$ cat src/rtl/coord_dropper_pkg.sv
// Shared definitions for the coordinate dropper: word width, token encodings
// and small token classification helpers.
package coord_dropper_pkg;

    localparam int unsigned DATA_WIDTH = 17;
    localparam logic [16:0] STOP_BASE  = 17'h10000;
    localparam logic [16:0] DONE_TOKEN = 17'h10100;

    typedef enum logic [1:0] {
        ST_START,
        ST_INNER,
        ST_DONE_WAIT_INNER,
        ST_DONE_WAIT_OUTER
    } state_e;

    function automatic logic is_stop(input logic [16:0] w);
        return w[16] && (w[9:8] == 2'b00);
    endfunction

    function automatic logic is_done(input logic [16:0] w);
        return w[16] && (w[9:8] == 2'b01);
    endfunction

    function automatic logic [7:0] stop_level(input logic [16:0] w);
        return w[7:0];
    endfunction

endpackage

$ cat src/rtl/coord_dropper_stream_fifo.sv
// Small circular valid/ready FIFO; push is only issued by the owner when not full.
module stream_fifo #(
    parameter int unsigned WIDTH = 17,
    parameter int unsigned DEPTH = 2
) (
    input  logic             clk_i,
    input  logic             rst_i,
    input  logic             en_i,
    input  logic             clr_i,
    input  logic             push_i,
    input  logic [WIDTH-1:0] push_data_i,
    output logic             full_o,
    output logic             out_valid_o,
    output logic [WIDTH-1:0] out_data_o,
    input  logic             out_ready_i
);

    localparam int unsigned PTR_W = (DEPTH > 1) ? $clog2(DEPTH) : 1;
    localparam int unsigned CNT_W = $clog2(DEPTH + 1);

    logic [WIDTH-1:0] mem_q [DEPTH];
    logic [PTR_W-1:0] rd_q, rd_d, wr_q, wr_d;
    logic [CNT_W-1:0] cnt_q, cnt_d;
    logic             do_push, do_pop;

    function automatic logic [PTR_W-1:0] next_ptr(input logic [PTR_W-1:0] p);
        return (p == PTR_W'(DEPTH - 1)) ? '0 : p + 1'b1;
    endfunction

    assign full_o      = (cnt_q == CNT_W'(DEPTH));
    assign out_valid_o = (cnt_q != '0);
    assign out_data_o  = mem_q[rd_q];
    assign do_pop      = en_i && out_valid_o && out_ready_i;
    assign do_push     = en_i && push_i && !full_o;

    always_comb begin
        rd_d  = rd_q;
        wr_d  = wr_q;
        cnt_d = cnt_q;
        if (do_push) wr_d = next_ptr(wr_q);
        if (do_pop)  rd_d = next_ptr(rd_q);
        case ({do_push, do_pop})
            2'b10:   cnt_d = cnt_q + 1'b1;
            2'b01:   cnt_d = cnt_q - 1'b1;
            default: cnt_d = cnt_q;
        endcase
    end

    always_ff @(posedge clk_i or posedge rst_i) begin
        if (rst_i) begin
            rd_q  <= '0;
            wr_q  <= '0;
            cnt_q <= '0;
        end else if (clr_i) begin
            rd_q  <= '0;
            wr_q  <= '0;
            cnt_q <= '0;
        end else begin
            rd_q  <= rd_d;
            wr_q  <= wr_d;
            cnt_q <= cnt_d;
        end
    end

    always_ff @(posedge clk_i) begin
        if (do_push) mem_q[wr_q] <= push_data_i;
    end

endmodule

$ cat src/rtl/coord_dropper.sv
// Drops outer coordinates whose inner fiber holds no coordinate; the inner
// stream is forwarded untouched. Pass-through copies both lanes when cmrg_mode=0.
module coord_dropper #(
    parameter int unsigned DATA_WIDTH = coord_dropper_pkg::DATA_WIDTH,
    parameter int unsigned FIFO_DEPTH = 2
) (
    input  logic                  clk,
    input  logic                  rst,
    input  logic                  clk_en,
    input  logic                  flush,
    input  logic                  tile_en,
    input  logic                  cmrg_enable,
    input  logic                  cmrg_mode,
    input  logic [15:0]           cmrg_stop_lvl,
    input  logic [DATA_WIDTH-1:0] cmrg_coord_in_0,
    input  logic                  cmrg_coord_in_0_valid,
    output logic                  cmrg_coord_in_0_ready,
    input  logic [DATA_WIDTH-1:0] cmrg_coord_in_1,
    input  logic                  cmrg_coord_in_1_valid,
    output logic                  cmrg_coord_in_1_ready,
    output logic [DATA_WIDTH-1:0] cmrg_coord_out_0,
    output logic                  cmrg_coord_out_0_valid,
    input  logic                  cmrg_coord_out_0_ready,
    output logic [DATA_WIDTH-1:0] cmrg_coord_out_1,
    output logic                  cmrg_coord_out_1_valid,
    input  logic                  cmrg_coord_out_1_ready
);
    import coord_dropper_pkg::*;

    state_e                state_q, state_d;
    logic [DATA_WIDTH-1:0] held_q, held_d;
    logic                  has_q, has_d;
    logic                  rdy0, rdy1, acc0, acc1, push0, push1;
    logic [DATA_WIDTH-1:0] pdata1;
    logic                  full0, full1, v0, v1, en;
    logic                  done0, ctl0, done1, ctl1;
    logic                  unused_ok;

    assign unused_ok = ^{cmrg_enable, cmrg_stop_lvl};
    assign en    = clk_en && tile_en;
    assign done0 = is_done(cmrg_coord_in_0);
    assign ctl0  = cmrg_coord_in_0[16];
    assign done1 = is_done(cmrg_coord_in_1);
    assign ctl1  = cmrg_coord_in_1[16];

    // Readiness is decided from the presented word alone so acceptance never loops back.
    always_comb begin
        rdy0 = 1'b0;
        rdy1 = 1'b0;
        if (!cmrg_mode) begin
            rdy0 = !full0;
            rdy1 = !full1;
        end else begin
            case (state_q)
                ST_START:           rdy1 = (ctl1 && !done1) ? !full1 : 1'b1;
                ST_INNER:           rdy0 = ctl0 ? !full0 : (!full0 && (has_q || !full1));
                ST_DONE_WAIT_INNER: rdy0 = done0 ? (!full0 && !full1) : !full0;
                ST_DONE_WAIT_OUTER: rdy1 = ctl1 ? !full1 : 1'b1;
                default:            rdy1 = 1'b0;
            endcase
        end
    end

    assign cmrg_coord_in_0_ready = rdy0 && tile_en && !rst && !flush;
    assign cmrg_coord_in_1_ready = rdy1 && tile_en && !rst && !flush;
    assign acc0 = cmrg_coord_in_0_valid && cmrg_coord_in_0_ready && clk_en;
    assign acc1 = cmrg_coord_in_1_valid && cmrg_coord_in_1_ready && clk_en;

    always_comb begin
        state_d = state_q;
        held_d  = held_q;
        has_d   = has_q;
        push0   = 1'b0;
        push1   = 1'b0;
        pdata1  = cmrg_coord_in_1;
        if (!cmrg_mode) begin
            push0 = acc0;
            push1 = acc1;
        end else begin
            case (state_q)
                ST_START: if (acc1) begin
                    if (done1) begin
                        state_d = ST_DONE_WAIT_INNER;
                    end else if (ctl1) begin
                        push1 = 1'b1;
                    end else begin
                        held_d  = cmrg_coord_in_1;
                        has_d   = 1'b0;
                        state_d = ST_INNER;
                    end
                end
                ST_INNER: if (acc0) begin
                    push0 = 1'b1;
                    if (done0) begin
                        state_d = ST_DONE_WAIT_OUTER;
                    end else if (ctl0) begin
                        state_d = ST_START;
                    end else begin
                        push1  = !has_q;
                        pdata1 = held_q;
                        has_d  = 1'b1;
                    end
                end
                ST_DONE_WAIT_INNER: if (acc0) begin
                    push0 = 1'b1;
                    if (done0) begin
                        push1   = 1'b1;
                        pdata1  = DONE_TOKEN;
                        state_d = ST_START;
                    end
                end
                ST_DONE_WAIT_OUTER: if (acc1) begin
                    push1 = ctl1;
                    if (done1) state_d = ST_START;
                end
                default: state_d = ST_START;
            endcase
        end
    end

    always_ff @(posedge clk or posedge rst) begin
        if (rst) begin
            state_q <= ST_START;
            held_q  <= '0;
            has_q   <= 1'b0;
        end else if (flush) begin
            state_q <= ST_START;
            held_q  <= '0;
            has_q   <= 1'b0;
        end else if (en) begin
            state_q <= state_d;
            held_q  <= held_d;
            has_q   <= has_d;
        end
    end

    stream_fifo #(.WIDTH(DATA_WIDTH), .DEPTH(FIFO_DEPTH)) u_fifo0 (
        .clk_i(clk), .rst_i(rst), .en_i(en), .clr_i(flush),
        .push_i(push0), .push_data_i(cmrg_coord_in_0), .full_o(full0),
        .out_valid_o(v0), .out_data_o(cmrg_coord_out_0), .out_ready_i(cmrg_coord_out_0_ready)
    );

    stream_fifo #(.WIDTH(DATA_WIDTH), .DEPTH(FIFO_DEPTH)) u_fifo1 (
        .clk_i(clk), .rst_i(rst), .en_i(en), .clr_i(flush),
        .push_i(push1), .push_data_i(pdata1), .full_o(full1),
        .out_valid_o(v1), .out_data_o(cmrg_coord_out_1), .out_ready_i(cmrg_coord_out_1_ready)
    );

    assign cmrg_coord_out_0_valid = v0 && tile_en;
    assign cmrg_coord_out_1_valid = v1 && tile_en;

endmodule

$ cat config.mk
export PLATFORM = sky130hd
export DESIGN_NAME = coord_dropper
export DESIGN_NICKNAME = d
export VERILOG_FILES = /design/src/rtl/coord_dropper_pkg.sv /design/src/rtl/coord_dropper_stream_fifo.sv /design/src/rtl/coord_dropper.sv
export SDC_FILE = /design/constraint.sdc
export NUM_CORES = 1
export LEC_CHECK = 0
export ABC_AREA = 1
export BUFFER_PORTS_ARGS = -buffer_cell sky130_fd_sc_hd__buf_2
export CORE_ASPECT_RATIO = 1.2
export CORE_UTILIZATION = 55
export DETAILED_ROUTE_END_ITERATION = 8
export PLACE_DENSITY = 0.88
export REMOVE_ABC_BUFFERS = 1
export SLEW_MARGIN = 0
export SYNTH_ARGS = -nofsm -noshare
export SYNTH_HDL_FRONTEND = slang
export SYNTH_SLANG_ARGS = --single-unit
export TNS_END_PERCENT = 1
$ cat constraint.sdc
create_clock -name clk -period 3.35 [get_ports clk]
set_clock_uncertainty 0.05 [all_clocks]
set_input_delay 0.67 -clock clk [delete_from_list [all_inputs] [get_ports clk]]
set_output_delay 0.67 -clock clk [all_outputs]
set_load 0.01 [all_outputs]
Yosys cells after proc, flatten, opt, wreduce, memory -nomap -nowiden
Memories as Yosys holds them, arrays and structs flattened.
Cells that the tools add are included.
{"block": "totals", "reg_bits": 28, "mem_bits_rw": 68, "input_bits": 61, "word_cells": 175, "memories": 2}
{"block": "classes", "add_sub_neg": 8, "eq_ne": 25, "mux": 80, "n_reduce_logical": 51}
{"name": "u_fifo0.mem_q", "words": 2, "width": 17, "read_ports": 1, "rd_ports_with_merged_regs": 0, "write_ports": 1, "line": "coord_dropper_stream_fifo.sv:21", "text": "logic [WIDTH-1:0] mem_q [DEPTH];"}
{"name": "u_fifo1.mem_q", "words": 2, "width": 17, "read_ports": 1, "rd_ports_with_merged_regs": 0, "write_ports": 1, "line": "coord_dropper_stream_fifo.sv:21"}
{"operator": "$mux 17", "count": 13}
{"operator": "$mux 1", "count": 44}
{"operator": "$pmux 17 s2", "count": 1}
{"operator": "$mux 2", "count": 15}
{"operator": "$ne 3x3->1 const B", "count": 10}
{"operator": "$logic_and 1x1->1", "count": 26}
{"operator": "$reduce_bool 2->1", "count": 10}
{"operator": "$eq 2x2->1 const B", "count": 6}
{"operator": "$eq 2x1->1 const B", "count": 5}
{"operator": "$reduce_and 10->1", "count": 1}
{"operator": "$reduce_and 9->1", "count": 1}
{"operator": "$reduce_bool 3->1", "count": 3}
{"operator": "$ne 4x4->1 const B", "count": 2}
{"operator": "$pmux 2 s2", "count": 2}
{"operator": "$pmux 2 s4", "count": 1}
{"operator": "$logic_not 1->1", "count": 6}
{"operator": "$pmux 1 s2", "count": 3}
{"operator": "$reduce_and 6->1", "count": 1}
{"operator": "$add 1x1->1 const B", "count": 4}
{"operator": "$add 2x1->2 const B", "count": 2}
{"operator": "$ne 2x2->1 const B", "count": 2}
{"operator": "$pmux 1 s4", "count": 1}
{"operator": "$sub 2x1->2 const B", "count": 2}
{"operator": "$logic_not 2->1", "count": 1}
{"operator": "2 further kinds", "count": 2}

Depth between registers and ports, before layout
{"block": "depth", "ltp_word": 20, "depth_mapped": 14}

Modules after synthesis
A second synthesis with hierarchy kept.
{"block": "hier_totals", "hier_cells": 529, "hier_area_um2": 5051.1}
{"mod": "stream_fifo", "instances": 2, "cells_each": 96, "area_per_inst_um2": 1510.2, "seq_area_each_um2": 1121.1}
{"mod": "coord_dropper", "instances": 1, "cells_each": 337, "area_per_inst_um2": 2030.7, "seq_area_each_um2": 475.5}

Least setup slack after synthesis
Ideal clock, no wire load.
{"block": "synth_path", "kind": "input-to-reg", "start": "input rst", "end": "memory u_fifo0.mem_q[1][0] (enable)", "setup_ps": 392, "t_arrival_ps": 2745, "required_time_ps": 2908, "setup_slack_ps": 163, "cell_stages": 7, "n_path_buf": 0, "cell_sequence": "inv_1 -> nand3_4 -> nor3_4 -> nand2_2 -> nor2_8 -> inv_2 -> nor2_1"}
{"block": "synth_between", "elab_chain_len": 12}
{"item": "from (decl)", "line": "coord_dropper.sv:8", "text": "input logic rst,"}
{"item": "$logic_not 1->1 (no source line) (*)"}
{"item": "$logic_and 1x1->1 (*) (2 in a row)", "line": "coord_dropper.sv:64", "text": "assign cmrg_coord_in_0_ready = rdy0 && tile_en && !rst && !flush;"}
{"item": "$logic_and 1x1->1 (*) (2 in a row)", "line": "coord_dropper.sv:66", "text": "assign acc0 = cmrg_coord_in_0_valid && cmrg_coord_in_0_ready && clk_en;"}
{"item": "$mux 1", "line": "coord_dropper.sv:92, coord_dropper.sv:104"}
{"item": "$mux 1"}
{"item": "$mux 1 (*)", "line": "coord_dropper.sv:76", "text": "if (!cmrg_mode) begin"}
{"item": "$logic_and 1x1->1 (*) (2 in a row)", "line": "coord_dropper_stream_fifo.sv:34", "text": "assign do_push = en_i && push_i && !full_o;"}
{"item": "$mux 1 (*)", "line": "coord_dropper_stream_fifo.sv:66", "text": "if (do_push) mem_q[wr_q] <= push_data_i;"}
{"item": "$mux 1 (not written as such) (*)", "line": "coord_dropper_stream_fifo.sv:66"}
{"item": "to (decl)", "line": "coord_dropper_stream_fifo.sv:21"}
Every way passes the cells marked *; elsewhere a longest branch is shown, timed or not.

Final worst setup path
{"block": "layout_path", "start": "register u_fifo0.rd_q", "end": "output cmrg_coord_out_0[0]"}
{"block": "layout_between", "elab_chain_len": 1}
{"item": "from (decl)", "line": "coord_dropper_stream_fifo.sv:22", "text": "logic [PTR_W-1:0] rd_q, rd_d, wr_q, wr_d;"}
{"item": "from (signal assigned)", "line": "coord_dropper_stream_fifo.sv:59", "text": "rd_q <= rd_d;"}
{"item": "$mem_v2 2x17"}
{"item": "to (decl)", "line": "coord_dropper.sv:21", "text": "output logic [DATA_WIDTH-1:0] cmrg_coord_out_0,"}
Every way passes these cells.

==> results_dict.tcl <==
set metrics [dict create \
    clk_pin_slew_ns 0.09 \
    final_cell_mix "nand2_1, buf_2, edfxtp_1" \
    worst_path_dominant_cell_family "buffers and inverters" \
    synth_top_family_by_area "simple AND/OR/NAND/NOR gates" \
    die_w_um 88.44 \
    setup_tns_ns 0 \
    p_per_area_nw_per_um2 544.9 \
    synthMuxAreaShare 0 \
    fp.dieH_um 105.7 \
    period_share 0.8517 \
    min_period_ns 2.853 \
    grt_pass1_vias 3737 \
    end_kind "primary output" \
    grt_overflow 0 \
    num_vias 4003 \
    intPower_w 0.002084 \
    ys_types 36 \
    start_kind "flip-flop" \
    leakagePower_nw 2.569 \
    finalNetCount 673 \
    ios 99 \
    final_common_cell "nand2_1" \
    drt_iter0_markers 386 \
    status "finished, final reports clean" \
    async_flop_share 0.2842 \
    synthToLayoutAreaGrowth_pct 14.23 \
    antenna_found_initial 0 \
    post-cts-setup-buffers 0 \
    cts.path.max_buffers 2 \
    cp.buffers_inverters 2 \
    worstMarginPinSlew_ns 0.5926 \
    peakVddDrop_uv 267.5 \
    cp.required_ns 2.63 \
    max_stage_delay_ns 0.73 \
    synth_edf_count 68 \
    dr.pass1.iters 5 \
    utilization 0.6507 \
    synth_seq_cells 95 \
    clkPwrFrac 0.270 \
    synth_top_flop_cell "edfxtp_1" \
    power_frac_seq 0.466 \
    setup_violations 0 \
    vias_per_cell 5.484 \
    insertion_delay_ns 0.38 \
    synth-warning-count 0 \
    drc 0 \
    synth-adder-area-share 0.01015 \
    slew-limit-headroom 0.6049 \
    place_hpwl_um 7089 \
    core_sq_um 8657 \
    seq_area_frac_synth 0.5511 \
    syn_area_sq_um 4931 \
    arrival_ns 2.13 \
    p_sw_frac 0.3211 \
    power.share.combinational 0.264 \
    cts_made_buffers 9 \
    routedWlPerCell_um 14.26 \
    design_area_sq_um 5633 \
    n_fill_cell 665 \
    maxCapViolCount 0 \
    grt_max_degree 34 \
    synth-simple-area-share 0.2426 \
    netSwitchingPower_w 0.0009857 \
    htreeDepth 3 \
    slew_violations 0 \
    total_power_w 0.003070 \
    clock_sink_count 95 \
    grt_pass1_wl_um 16580 \
    cts_hold_buf 0 \
    portBuffers 81 \
    die_area_sq_um 9349 \
    initial_core_util 0.5696 \
    syn_inst 529 \
    cts_resized 0 \
    critPathMostFrequentCell "nand2_1" \
    dpl.cell_count 714 \
    cp_slowest_cell "dfrtp_1" \
    n_antenna_cell 0 \
    synth_compound_area_frac 0.1142 \
    antenna_left 0 \
    min_path_type "input pin to asynchronous set/reset pin" \
    rsz0062_at_grt "no" \
    grt_usage 0.2374 \
    synth_xor_area_frac 0.001776 \
    hold_viol 0 \
    drive_above_1_share 0.2577 \
    gp_congestion 0.9160 \
    crit_type "flip-flop to primary output" \
    layout.cells.non_filler 730 \
    place_area_sq_um 5411 \
    fmax_mhz 350.5 \
    totalWireLength_um 10410 \
    path_cells "clkinv_1 -> nand2_1 -> nand2_1 -> buf_2" \
    core.rowCount 37 \
    path_max_fanout 19 \
    syn_avg_cell_area_sq_um 9.321 \
    cts_tree "yes" \
    cts_root_buf "clkbuf_8" \
]
synthesized netlist by cell type, types with 12 or more instances:
library cell	n	share of area
nand2_1	153	0.12
a31oi_1	17	0.022
a21oi_1	24	0.024
clkbuf_1	12	0.0091
nand3_1	19	0.019
nor2_1	44	0.033
o211ai_1	17	0.026
o21ai_2	14	0.025
inv_1	53	0.040
edfxtp_1	68	0.41
nand3_2	15	0.030
dfrtp_1	27	0.14
worst min-delay path, stage by stage:
cell and delay, ns:
buf_2 0.09, inv_1 0.11, buf_4 0.37
sequential cells by signal, indices dropped and copies added, names as in the netlist, 2 cells and up:
| name | cells |
|---|---|
| held_q | 16 |
| u_fifo0.mem_q | 34 |
| u_fifo1.cnt_q | 2 |
| state_q | 2 |
| u_fifo1.mem_q | 34 |
| u_fifo0.cnt_q | 2 |
logic make-up after synthesis:
group           after synthesis
xor+xnor                      1
simple gates                254
buf+inv                      87
flops                        95
compound gates               88
fa+ha+maj                     4
stage by stage:
step	setup slack (ns)	hold slack (ns)
floorplan	0.07576	0.4097
global placement	0.7551	0.4284
global route	0.3317	0.4138
detailed placement	0.6981	0.4477
CTS	0.4724	0.4210
finish	0.4968	0.4011
routing by layer:
| layer | part of all wire | GRT usage | wire, um |
|---|---|---|---|
| met1 | 0.39 | 0.2816 | 4023 |
| met2 | 0.51 | 0.3978 | 5315 |
| met3 | 0.079 | 0.05560 | 823 |
| met4 | 0.024 | 0.1175 | 250 |
| met5 | 0 | 0 | 0 |
power groups by stage:
stage | Combinational, W | Clock, W | Sequential, W
6_report | 0.000811 | 0.000830 | 0.00143
5_1_grt | 0.000894 | 0.000893 | 0.00144
4_1_cts | 0.000794 | 0.000841 | 0.00143
3_5_place_dp | 0.000791 | 0 | 0.00145
3_3_place_gp | 0.000751 | 0 | 0.00145
2_1_floorplan | 0.000553 | 0 | 0.00144
final timing paths:
| path | cells after the start | start | end | slack, ns |
|---|---|---|---|---|
| worst max-delay path | 4 | u_fifo0.rd_q$_DFFE_PP0P_ | cmrg_coord_out_0[0] | 0.50 |
| worst min-delay path | 3 | rst | held_q[5]$_DFFE_PP0P_ | 0.40 |
| worst max register to register | 10 | state_q[0]$_DFFE_PP0P_ | u_fifo1.mem_q[0][8]$_DFFE_PP_ | 0.75 |
| worst min register to register | 2 | has_q$_DFFE_PP0P_ | has_q$_DFFE_PP0P_ | 0.46 |
| max in group asynchronous | 3 | rst | held_q[6]$_DFFE_PP0P_ | 2.56 |
| min in group clk | 1 | cmrg_coord_in_0[12] | u_fifo0.mem_q[1][12]$_DFFE_PP_ | 0.43 |
layout make-up:
cell class | instances | area, sq um | area share
clock buffer | 10 | 127.6 | 0.02266
tap | 117 | 146.4 | 0.02599
timing repair buffer | 92 | 488.0 | 0.08663
inverter | 63 | 241.5 | 0.04287
clock inverter | 6 | 93.84 | 0.01666
sequential | 95 | 2718 | 0.4825
multi-input combinational | 347 | 1818 | 0.3227
(Power assumes the default switching activity.)
